--- src/rtl/pio_event_streamer.sv ---
// pio_event_streamer: debounced PIO input snapshots, buffered and framed as Avalon-ST byte packets.
// Optional: define PIO_EVT_TIMESTAMP_EN to append a 16-bit capture timestamp (LSB, MSB) to each packet.
module pio_event_streamer #(
    parameter int unsigned IN_W         = 5,
    parameter int unsigned DEBOUNCE_CYC = 16,
    parameter int unsigned FIFO_DEPTH   = 8
) (
    input  logic                          clk_clk,
    input  logic                          reset_reset,
    input  logic [IN_W-1:0]               pio_in,
    input  logic                          snap_req,
    input  logic                          sto_ready,
    output logic                          sto_valid,
    output logic [7:0]                    sto_data,
    output logic                          sto_startofpacket,
    output logic                          sto_endofpacket,
    output logic                          sto_reset_o,
    output logic [IN_W-1:0]               pio_stable,
    output logic [$clog2(FIFO_DEPTH):0]   fifo_level
);

    localparam int unsigned NB = (IN_W + 7) / 8;
    localparam int unsigned PAD_W = NB * 8;
`ifdef PIO_EVT_TIMESTAMP_EN
    localparam int unsigned EW = IN_W + 16;
    localparam int unsigned NBEATS = NB + 2;
`else
    localparam int unsigned EW = IN_W;
    localparam int unsigned NBEATS = NB;
`endif
    localparam int unsigned CNT_W = $clog2(DEBOUNCE_CYC + 1);
    localparam int unsigned PTR_W = $clog2(FIFO_DEPTH);
    localparam int unsigned LVL_W = PTR_W + 1;
    localparam int unsigned IDX_W = $clog2(NBEATS + 1);
    localparam logic [CNT_W-1:0] CNT_LAST = CNT_W'(DEBOUNCE_CYC - 1);
    localparam logic [IDX_W-1:0] IDX_LAST = IDX_W'(NBEATS - 1);
    localparam logic [LVL_W-1:0] LVL_FULL = LVL_W'(FIFO_DEPTH);

    typedef enum logic [1:0] {StIdle, StHdr, StData} state_e;

    // ---------------- input synchroniser and debounce ----------------
    logic [IN_W-1:0]             sync1_q, sync2_q;
    logic [IN_W-1:0]             stable_q, stable_d;
    logic [IN_W-1:0][CNT_W-1:0]  cnt_q, cnt_d;
    logic                        chg_q, snap_q;

    always_comb begin
        stable_d = stable_q;
        cnt_d    = cnt_q;
        for (int i = 0; i < IN_W; i++) begin
            if (sync2_q[i] == stable_q[i]) begin
                cnt_d[i] = '0;
            end else if (cnt_q[i] == CNT_LAST) begin
                stable_d[i] = sync2_q[i];
                cnt_d[i]    = '0;
            end else begin
                cnt_d[i] = cnt_q[i] + 1'b1;
            end
        end
    end

    always_ff @(posedge clk_clk) begin
        if (reset_reset) begin
            sync1_q  <= '0;
            sync2_q  <= '0;
            stable_q <= '0;
            cnt_q    <= '0;
            chg_q    <= 1'b0;
            snap_q   <= 1'b0;
        end else begin
            sync1_q  <= pio_in;
            sync2_q  <= sync1_q;
            stable_q <= stable_d;
            cnt_q    <= cnt_d;
            chg_q    <= |(stable_d ^ stable_q);
            snap_q   <= snap_req;
        end
    end

    // ---------------- snapshot FIFO ----------------
    logic [EW-1:0]    mem_q [FIFO_DEPTH];
    logic [PTR_W-1:0] wr_ptr_q, rd_ptr_q;
    logic [LVL_W-1:0] level_q;
    logic [EW-1:0]    wr_entry;
    logic             push, pop, full, empty, push_ok, drop;
    logic             ovf_q, ovf_d;

    // A change and a snapshot request landing together collapse into one entry.
    assign push    = chg_q | snap_q;
    assign full    = (level_q == LVL_FULL);
    assign empty   = (level_q == '0);
    assign push_ok = push && (!full || pop);
    assign drop    = push && full && !pop;
    assign ovf_d   = drop ? 1'b1 : (pop ? 1'b0 : ovf_q);

`ifdef PIO_EVT_TIMESTAMP_EN
    logic [15:0] ts_q;

    always_ff @(posedge clk_clk) begin
        if (reset_reset) ts_q <= '0;
        else             ts_q <= ts_q + 16'd1;
    end

    assign wr_entry = {ts_q, stable_q};
`else
    assign wr_entry = stable_q;
`endif

    always_ff @(posedge clk_clk) begin
        if (push_ok) mem_q[wr_ptr_q] <= wr_entry;
    end

    always_ff @(posedge clk_clk) begin
        if (reset_reset) begin
            wr_ptr_q <= '0;
            rd_ptr_q <= '0;
            level_q  <= '0;
            ovf_q    <= 1'b0;
        end else begin
            if (push_ok) wr_ptr_q <= wr_ptr_q + 1'b1;
            if (pop)     rd_ptr_q <= rd_ptr_q + 1'b1;
            case ({push_ok, pop})
                2'b10:   level_q <= level_q + 1'b1;
                2'b01:   level_q <= level_q - 1'b1;
                default: level_q <= level_q;
            endcase
            ovf_q <= ovf_d;
        end
    end

    // ---------------- transmit FSM ----------------
    state_e             state_q, state_d;
    logic [IDX_W-1:0]   idx_q, idx_d;
    logic [6:0]         seq_q, seq_d;
    logic [7:0]         hdr_q, hdr_d;
    logic [EW-1:0]      pkt_q, pkt_d;
    logic               valid_q, valid_d;
    logic               sop_q, sop_d;
    logic               eop_q, eop_d;
    logic [7:0]         data_q, data_d;
    logic               rst_out_q;
    logic               accept;
    logic [NBEATS*8-1:0] payload;

    always_comb begin
        state_d = state_q;
        idx_d   = idx_q;
        seq_d   = seq_q;
        hdr_d   = hdr_q;
        pkt_d   = pkt_q;
        pop     = 1'b0;
        accept  = valid_q && sto_ready;

        case (state_q)
            StIdle: begin
                if (!empty) begin
                    pop     = 1'b1;
                    hdr_d   = {ovf_q, seq_q};
                    pkt_d   = mem_q[rd_ptr_q];
                    state_d = StHdr;
                end
            end
            StHdr: begin
                if (accept) begin
                    state_d = StData;
                    idx_d   = '0;
                end
            end
            StData: begin
                if (accept) begin
                    if (idx_q == IDX_LAST) begin
                        seq_d   = seq_q + 7'd1;
                        state_d = StIdle;
                    end else begin
                        idx_d = idx_q + 1'b1;
                    end
                end
            end
            default: state_d = StIdle;
        endcase

`ifdef PIO_EVT_TIMESTAMP_EN
        payload = {pkt_d[EW-1 -: 16], PAD_W'(pkt_d[IN_W-1:0])};
`else
        payload = PAD_W'(pkt_d);
`endif

        // Outputs are registered from next state so they hold while stalled.
        valid_d = (state_d != StIdle);
        sop_d   = (state_d == StHdr);
        eop_d   = (state_d == StData) && (idx_d == IDX_LAST);
        data_d  = '0;
        if (state_d == StHdr) begin
            data_d = hdr_d;
        end else if (state_d == StData) begin
            for (int b = 0; b < NBEATS; b++) begin
                if (idx_d == IDX_W'(b)) data_d = payload[b*8 +: 8];
            end
        end
    end

    always_ff @(posedge clk_clk) begin
        if (reset_reset) begin
            state_q <= StIdle;
            idx_q   <= '0;
            seq_q   <= '0;
            hdr_q   <= '0;
            pkt_q   <= '0;
            valid_q <= 1'b0;
            sop_q   <= 1'b0;
            eop_q   <= 1'b0;
            data_q  <= '0;
        end else begin
            state_q <= state_d;
            idx_q   <= idx_d;
            seq_q   <= seq_d;
            hdr_q   <= hdr_d;
            pkt_q   <= pkt_d;
            valid_q <= valid_d;
            sop_q   <= sop_d;
            eop_q   <= eop_d;
            data_q  <= data_d;
        end
    end

    always_ff @(posedge clk_clk) begin
        rst_out_q <= reset_reset;
    end

    assign sto_valid         = valid_q;
    assign sto_data          = data_q;
    assign sto_startofpacket = sop_q;
    assign sto_endofpacket   = eop_q;
    assign sto_reset_o       = rst_out_q;
    assign pio_stable        = stable_q;
    assign fifo_level        = level_q;

endmodule

--- config.mk ---
export PLATFORM = sky130hd
export DESIGN_NAME = pio_event_streamer
export DESIGN_NICKNAME = d
export VERILOG_FILES = /design/src/rtl/pio_event_streamer.sv
export SDC_FILE = /design/constraint.sdc
export NUM_CORES = 1
export LEC_CHECK = 0
export ABC_CLOCK_PERIOD_IN_PS = 4600
export BUFFER_PORTS_ARGS = -buffer_cell sky130_fd_sc_hd__buf_4
export CORE_ASPECT_RATIO = 1.2
export CORE_UTILIZATION = 45
export CTS_BUF_LIST = sky130_fd_sc_hd__clkbuf_4 sky130_fd_sc_hd__clkbuf_8 sky130_fd_sc_hd__clkbuf_16
export DETAILED_ROUTE_END_ITERATION = 8
export HOLD_SLACK_MARGIN = 0.1
export PLACE_DENSITY_LB_ADDON = 0.25
export SLEW_MARGIN = 20
export SYNTH_ARGS = -nofsm -noshare
export SYNTH_HDL_FRONTEND = slang
export SYNTH_SLANG_ARGS = --single-unit
--- constraint.sdc ---
create_clock -name clk_clk -period 4.6 [get_ports clk_clk]
set_input_delay 0.46 -clock clk_clk [delete_from_list [all_inputs] [get_ports clk_clk]]
set_output_delay 0.46 -clock clk_clk [all_outputs]
set_load 0.1 [all_outputs]
* Yosys cells after proc, flatten, opt, wreduce, memory -nomap -nowiden
Memories as Yosys holds them, arrays and structs flattened. A register that Yosys moved wholly into a read port is not among the register bits. Index checks and enable logic that the tools add are counted.
Cells by class: div/mod/pow operators 0, bitwise operators 4, shift-type cells 0, multiplexer cells 35, reduce and logical (&&, ||, !) cells 20, add/sub/neg operators 11, equal/unequal tests 17, multipliers 0, $lt $le $gt $ge 0
Operators by type and width (number):
- $add 5x1->5 const B | 5
- $eq 5x4->1 const B | 5
- $mux 8 | 3
- $mux 5 | 4
- $mux 1 | 19
- $reduce_or 3->1 | 5
- $mux 2 | 4
- $pmux 4 s2 | 1
- $add 7x1->7 const B | 1
- $add 3x1->3 const B | 2
- $eq 2x1->1 const B | 3
- $eq 2x2->1 const B | 3
- $mux 3 | 2
- $pmux 2 s3 | 1
- $reduce_bool 2->1 | 3
- $eq 1x1->1 | 5
- $logic_and 1x1->1 | 5
- $reduce_or 5->1 | 1
- $xor 5x5->5 | 1
- $add 4x1->4 const B | 1
- $eq 4x4->1 const B | 1
- $logic_not 4->1 | 1
- $sub 4x1->4 const B | 1
- $reduce_and 3->1 | 1
- 7 further kinds | 9
Storage, ports and cells: ROM bits 0, input port bits 9, word-level logic and storage cells 112, memories kept 1, bits in writable memories 40, bits in latches 0, bits in registers 88
Memory list:
- mem_q | words 8, bits a word 5, rd ports 1, clocked after memory_dff 1, wr ports 1, line 81 | logic [EW-1:0] mem_q [FIFO_DEPTH];

* Logic depth before layout (Yosys ltp)
Gate-level depths: netlist of run 1.
word-level depth 7, gate-level depth with buffers 12

* Worst setup path before layout of run 1
No wires, ideal clock.
path type flip-flop to flip-flop, start point register level_q[0], in the netlist fifo_level[0], end point register level_q[2], in the netlist fifo_level[2], data required time 4.477 ns, cell stages (with the launch flop) 11, path buffers 1, path slack 1.798 ns, library setup time 0.123 ns, arrival 2.679 ns, cells stage by stage dfxtp_1 -> buf_2 -> o41ai_4 -> nor3_1 -> xor2_1 -> ha_1 -> a21oi_1 -> nor4_1 -> a21oi_1 -> o211ai_1 -> mux2_1
On the way: cells in the longest elaborated chain, start to end 7, elaborated cells between the ends (all ways) 13
Ends and longest elaborated chain:
- from (decl) | line 83 | logic [LVL_W-1:0] level_q;
- from (signal assigned) | line 123 | 2'b10: level_q <= level_q + 1'b1;
- from (signal assigned) | line 124 | 2'b01: level_q <= level_q - 1'b1;
- from (signal assigned) | line 125 | default: level_q <= level_q;
- $logic_not 4->1 | line 91 | assign empty = (level_q == '0);
- $mux 1 | line 156 | if (!empty) begin
- $mux 1 | line 154 | case (state_q)
- $logic_or 1x1->1 | line 92 | assign push_ok = push && (!full || pop);
- $logic_and 1x1->1 | line 92
- $eq 2x1->1 / $eq 2x2->1 (equally long branches) | line 122 | case ({push_ok, pop})
- $pmux 4 s2 / $reduce_bool 2->1 (equally long branches)
Several ways; a longest one is shown, not always the timed one. A chain may end at the register's enable or synchronous reset.

==> metrics.md, run 1 <==
| Metric | Value |
|---|---|
| Overflow after GRT | `0` |
| Synthesized cell area | `5190 sq um` |
| DP HPWL | `between 6000 and 7000 um` |
| Crit path required time | `slightly below 5000 ps` |
| Worst-path fanout max | `20` |
| Most common cell in the netlist | `dfxtp_1` |
| CTS Buf Count | `17` |
| Drt initial violations | `148` |
| Clock Sinks | `around 130` |
| Hold_buf cts | `0` |
| Fillers | `1009` |
| Final WL | `9680 um` |
| Synth cell types | `48` |
| Crit path kind | `reg -> reg` |
| Leak pwr | `2.28 nW` |
| Syn nets | `498` |
| Leading cell types by total area after synthesis | `dfxtp_1 35%, edfxtp_1 23%, ha_1 4.8%` |
| Fin nets | `roughly 530` |
| Die Span X | `between 100 and 150 um` |
| Placed cell count | `about 640` |
| RSZ-0062 raised after global routing | `false` |
| H-tree Lvls | `4` |
| Largest net degree at the start of global routing | `64` |
| Peak supply drop | `0.283 mV` |
| Fmax | `0.391 GHz` |
| Synth area leader | `dfxtp_1` |
| Final core utilization | `0.550` |
| Drc violations | `0` |
| Arr. time, crit path | `2900 ps` |
| Status | `completed` |
| Worst-Skew Late Latency | `410 ps` |
| Initial Util | `0.466` |
| Final setup vio count | `0` |
| Top Ports | `30` |
| Post-CTS setup buffers | `0` |
| Sequential area share after synthesis | `0.583` |
| Power Dens Cells | `roughly 560 nW/um^2` |
| Worst hold slack | `262 ps` |
| Worst slew pin tran | `901 ps` |
| Vias post-DR | `approximately 3400` |
| Pre-antenna DRT Iters | `4` |
| I/O Buffers | `29` |
| Fin. Hold Viols | `0` |
| Chip height | `120 um` |
| Hold crit path type | `in -> reg` |
| Synth Instances | `roughly 470` |
| Post-synth top area share | `0.351` |
| Tcrit/Tclk final | `0.556` |
| Gp weighted congestion | `0.823` |
| Post_cts resized | `0` |
| Clock-pin slew on the worst setup and hold paths | `60 ps` |
| Clk buf depth | `2` |
| Synth Warn # | `0` |
| Die Area | `12000 sq um` |
| Fin. max-slew vios | `0` |
| Antenna diodes | `0` |
| Setup Total Neg Slack | `0 ps` |
| Primary FF master, synth | `dfxtp_1` |
| Worst setup SP type | `flip-flop` |
| Hold depth | `2` |
| Slew margin rel. | `0.395` |
| Row Count | `between 40 and 50` |
| Nature of the critical path endpoint | `flip-flop` |
| Cell Count, Final, Fillers Out | `between 600 and 700` |
| Initial antenna violation count | `0` |
| Root Driver | `clkbuf_16` |
| Mean Syn Cell Area | `11.1 sq um` |
| R2R depth | `6` |
| Commonest cells post-synth | `91 x dfxtp_1, 64 x nor2_1, 40 x edfxtp_1, 29 x nand2_1, 22 x mux2i_1` |
| First-pass GRT wire length | `between 15000 and 20000 um` |
| Post-route ant nets | `0` |
| Area Overhead vs Synth | `18.2%` |
| Ys async rst share | `0` |
| All-Layer GR Usage | `0.178` |
| Max cap viols | `0` |
| TritonCTS clock tree | `yes` |
| Core Footprint | `11100 sq um` |
| Vias/cell | `between 5 and 6` |
| EDFF count, synth | `40` |
| Wire length per cell | `14.5 um` |
| Layout cell share with drive strength beyond 1 | `0.144` |
| Flops & latches, synth | `131` |
| Vias in the first global route | `3292` |
| Final Skew | `6.01 ps` |
| Min Clock Period, post-route | `between 2000 and 3000 ps` |
## worst max-delay path, cell delays in order (launching register included)
cell	delay [ps]
dfxtp_1	900
buf_4	310
mux2i_1	90
a22o_1	250
a2111oi_0	630
a21oi_1	170
o2bb2ai_2	150
## layer usage
metal | vias up | share of wire | track usage
met5 | - | 0 | 0
met2 | 63 | 0.51 | 0.293
met1 | 1598 | 0.44 | 0.214
met4 | 0 | 0.016 | 0.0643
li1 | 1693 | - | -
met3 | 11 | 0.031 | 0.0635
## final timing paths
path / start / end / slack (ps)
worst max-delay path: flip-flop / sto_data[2] / 2040
worst min register to register: sync1_q[2] / sync2_q[2] / 430
worst min-delay path: pio_in[3] / sync1_q[3] / 260
worst max register to register: flip-flop / sto_data[2] / 2040
## cell type report
cell class | instances | area (sq um) | share of cell area
Clock inverter | 8 | 72.6 | 0.0118
Sequential cell | 131 | 3020 | 0.493
Inverter | 22 | 82.6 | 0.0135
Tap cell | 154 | 193 | 0.0314
Timing Repair Buffer | 32 | 240 | 0.0392
Multi-Input combinational cell | 298 | 2000 | 0.326
Clock buffer | 24 | 520 | 0.0849
## power by group
part           switching [mW]  internal, mW
combinational           0.509         0.265
sequential             0.0924          1.26
clock                   0.470         0.841
## registers in the layout, summed over array words and instances (netlist names), named ones only
signal,flops
chg_q,1
cnt_q,25
fifo_level,4
hdr_q,8
idx_q,1
mem_q,40
ovf_q,1
pio_stable,5
pkt_q,5
rd_ptr_q,3
seq_q,7
snap_q,1
state_q,2
sto_data,8
sto_endofpacket,1
sto_reset_o,1
sto_startofpacket,1
sto_valid,1
sync1_q,5
sync2_q,5
wr_ptr_q,3
## through the flow
stage                     area [sq um]  worst slack (ps)  power [mW]
after CTS                         6130              2060        3.47
after detailed placement          5540              2110        2.15
after global routing              6130              1810        3.61
after global placement            5540              2130        2.13
after floorplan                   5190              1800        1.98
final                             6130              2040        3.44
## layout by cell type, fill, tap and decap left out, types with 7 or more instances in the layout
| cell type | instances |
|---|---|
| inv_1 | 19 |
| nor2b_1 | 21 |
| nor3_1 | 7 |
| and3_1 | 8 |
| ha_1 | 20 |
| mux2i_1 | 22 |
| nand3_1 | 7 |
| nand2_1 | 29 |
| a21oi_1 | 21 |
| clkbuf_16 | 18 |
| buf_4 | 32 |
| nor2_1 | 64 |
| xnor2_1 | 14 |
| or3_1 | 8 |
| dfxtp_1 | 91 |
| xor2_1 | 13 |
| edfxtp_1 | 40 |
## cells by family (layout without fill, tap and decap cells)
| logic type | Yosys count | count (layout) | synth area share |
|---|---|---|---|
| AND/OR/NAND/NOR | 161 | 161 | 0.149 |
| flip-flops | 131 | 131 | 0.583 |
| AO/OA/AOI/OAI | 66 | 66 | 0.0965 |
| buffers and inverters | 40 | 86 | 0.0318 |
| XOR/XNOR | 27 | 27 | 0.0456 |
| multiplexers | 24 | 24 | 0.0468 |
| adder cells (fa/ha/maj) | 20 | 20 | 0.0482 |
Power figures use the tool's default switching activity.
==> run 2: changes to the inputs <==
- ABC_CLOCK_PERIOD_IN_PS: 4600 -> 2490
- clock period: 4.6 -> 2.49 ns (I/O delays scaled with it)
==> run 2 against run 1 <==
Net effect: first-iteration DRC count shrank 11%; worst setup slack lost 1800 ps; clock-buffer cell count shrank 4; combinational power grew 100%; critical path depth grew 2; cell count grew 3.4%; non-clock buffer count grew 23; critical path type unchanged; critical endpoint is now fifo_level[2]; largest power group unchanged.
==> metrics.md, run 2 (same netlist as run 1, synthesis figures left out) <==
| Metric | Value |
|---|---|
| Die Area | `between 10000 and 15000 sq um` |
| Int Pwr | `4.41 mW` |
| Min Clock Period, post-route | `2270 ps` |
| Overflow after GRT | `0` |
| Max cap viols | `0` |
| Logic pwr share | `0.243` |
| I/O Buffers | `29` |
| Post_cts resized | `0` |
| Clock-pin slew on the worst setup and hold paths | `about 60 ps` |
| Core Footprint | `11100 sq um` |
| Fin. Hold Viols | `0` |
| Layout cell share with drive strength beyond 1 | `0.169` |
| Worst setup SP type | `flip-flop` |
| Worst Setup EP | `fifo_level[2]` |
| Antenna diodes | `0` |
| Most frequent cells in the layout | `87 x dfxtp_1, 64 x nor2_1, 49 x buf_4` |
| Final WL | `9400 um` |
| Worst path slowest cell | `a222oi_1` |
| Final Skew | `11.0 ps` |
| Slew margin rel. | `0.603` |
| Clock power frac | `0.368` |
| CP startpoint | `state_q[1]` |
| Fmax | `around 0.44 GHz` |
| Worst slew pin tran | `580 ps` |
| Vias in the first global route | `3221` |
| H-tree Lvls | `4` |
| DP HPWL | `6630 um` |
| Root Driver | `clkbuf_16` |
| Drc violations | `0` |
| Largest regs | `mem_q x40, cnt_q x25` |
| R2R depth | `8` |
| RSZ-0062 raised after global routing | `false` |
| Nature of the critical path endpoint | `flip-flop` |
| Worst-path fanout max | `6` |
| Vias post-DR | `around 3400` |
| Wire length per cell | `~14 um` |
| Commonest non-fill, non-tap cell in the layout | `dfxtp_1` |
| Seq pwr share | `0.389` |
| Fin. max-slew vios | `0` |
| Leak pwr | `between 2 and 2.5 nW` |
| Crit path kind | `reg -> reg` |
| Row Count | `42` |
| R2R Path End | `fifo_level[2]` |
| Chip height | `around 120 um` |
| First-pass GRT wire length | `15600 um` |
| Status | `completed` |
| All-Layer GR Usage | `0.172` |
| Design Power | `6.36 mW` |
| Pre-antenna DRT Iters | `5` |
| Buffers & Inverters on Critical Path | `2` |
| Hold crit path type | `in -> reg` |
| Power Dens Cells | `1010 nW/um^2` |
| Fin nets | `approximately 550` |
| Max reg flops | `40` |
| Gp weighted congestion | `0.846` |
| FF-to-FF Start | `state_q[1]` |
| CP top delay family | `compound AO/OA/AOI/OAI gates` |
| Switching power | `just under 2 mW` |
| Crit path largest cell delay | `400 ps` |
| Top Ports | `30` |
| CTS Buf Count | `17` |
| Area Overhead vs Synth | `21.6%` |
| Critical-path cell list | `inv_1 > ha_1 > buf_4 > o21a_1 > a22o_1 > a222oi_1 > o211ai_1 > mux2_1` |
| Worst-Skew Late Latency | `roughly 400 ps` |
| Crit path depth | `8` |
| Die Span X | `100 um` |
| Top reg by flops | `mem_q` |
| Initial antenna violation count | `0` |
| Final setup vio count | `0` |
| Vias/cell | `4.93` |
| R2r setup slk | `roughly 220 ps` |
| TritonCTS clock tree | `yes` |
| Clk buf depth | `2` |
| Peak supply drop | `between 0.5 and 0.6 mV` |
| Net Sw Frac | `0.306` |
| Largest net degree at the start of global routing | `26` |
| Initial Util | `0.466` |
| Drt initial violations | `132` |
| Post-route ant nets | `0` |
| Setup Total Neg Slack | `0 ps` |
| Clock Sinks | `131` |
| Crit path required time | `between 2000 and 3000 ps` |
| Arr. time, crit path | `around 2600 ps` |
| Tcrit/Tclk final | `0.913` |
==> run 2: worst register-to-register path: stages (launching register included) <==
cell and delay (ps):
dfxtp_1 390, inv_1 100, ha_1 240, buf_4 170, o21a_1 110, a22o_1 230, a222oi_1 400, o211ai_1 180
mux2_1 330
==> run 2: metrics by stage <==
stage                      util  instance area, sq um  hold slack [ps]  setup WS [ps]  instances
after global routing      0.566                  6310              114           57.4        692
final                     0.566                  6310              128            217        692
after floorplan               -                  5200              277          0.358        469
after CTS                 0.566                  6310              106            216        692
after detailed placement  0.510                  5680              420            236        654
after global placement    0.510                  5680              419            267        654
==> run 2: routing by layer <==
metal  track usage  routed length [um]  part of all wire
met1         0.210                4230              0.45
met5             0                   0                 0
met2         0.284                4690              0.50
met3        0.0553                 370             0.039
met4        0.0634                 107             0.011
==> run 2: power groups by stage <==
stage,clock network [mW],registers (mW),logic [mW]
6_report,2.34,2.47,1.55
5_1_grt,2.51,2.49,1.70
4_1_cts,2.40,2.47,1.57
3_5_place_dp,0,2.52,1.55
3_3_place_gp,0,2.51,1.54
2_1_floorplan,0,2.71,0.974
==> run 2: cell type report <==
cell class | count | area (sq um)
Multi-Input combinational cell | 298 | 2000
Tap cell | 154 | 193
Clock buffer | 20 | 454
Timing Repair Buffer | 55 | 428
Fill cell | 984 | 4830
Sequential cell | 131 | 3040
Clock inverter | 12 | 114
Inverter | 22 | 82.6
==> run 2: timing repair <==
item	4_1_cts	5_1_grt
endpoints found under the hold margin	6	0
hold buffers	6	0
setup buffers	0	0
==> run 2: worst min path at each step <==
stage | startpoint | endpoint | slack, ps | cells past startpoint
after detailed placement | sync1_q[3] | sync2_q[3] | 420 | 1
final | reset_reset | sto_reset_o | 130 | 1
after global routing | reset_reset | sto_reset_o | 110 | 1
after CTS | reset_reset | sto_reset_o | 110 | 1
after floorplan | reset_reset | sto_reset_o | 280 | 0
after global placement | sync1_q[4] | sync2_q[4] | 420 | 1
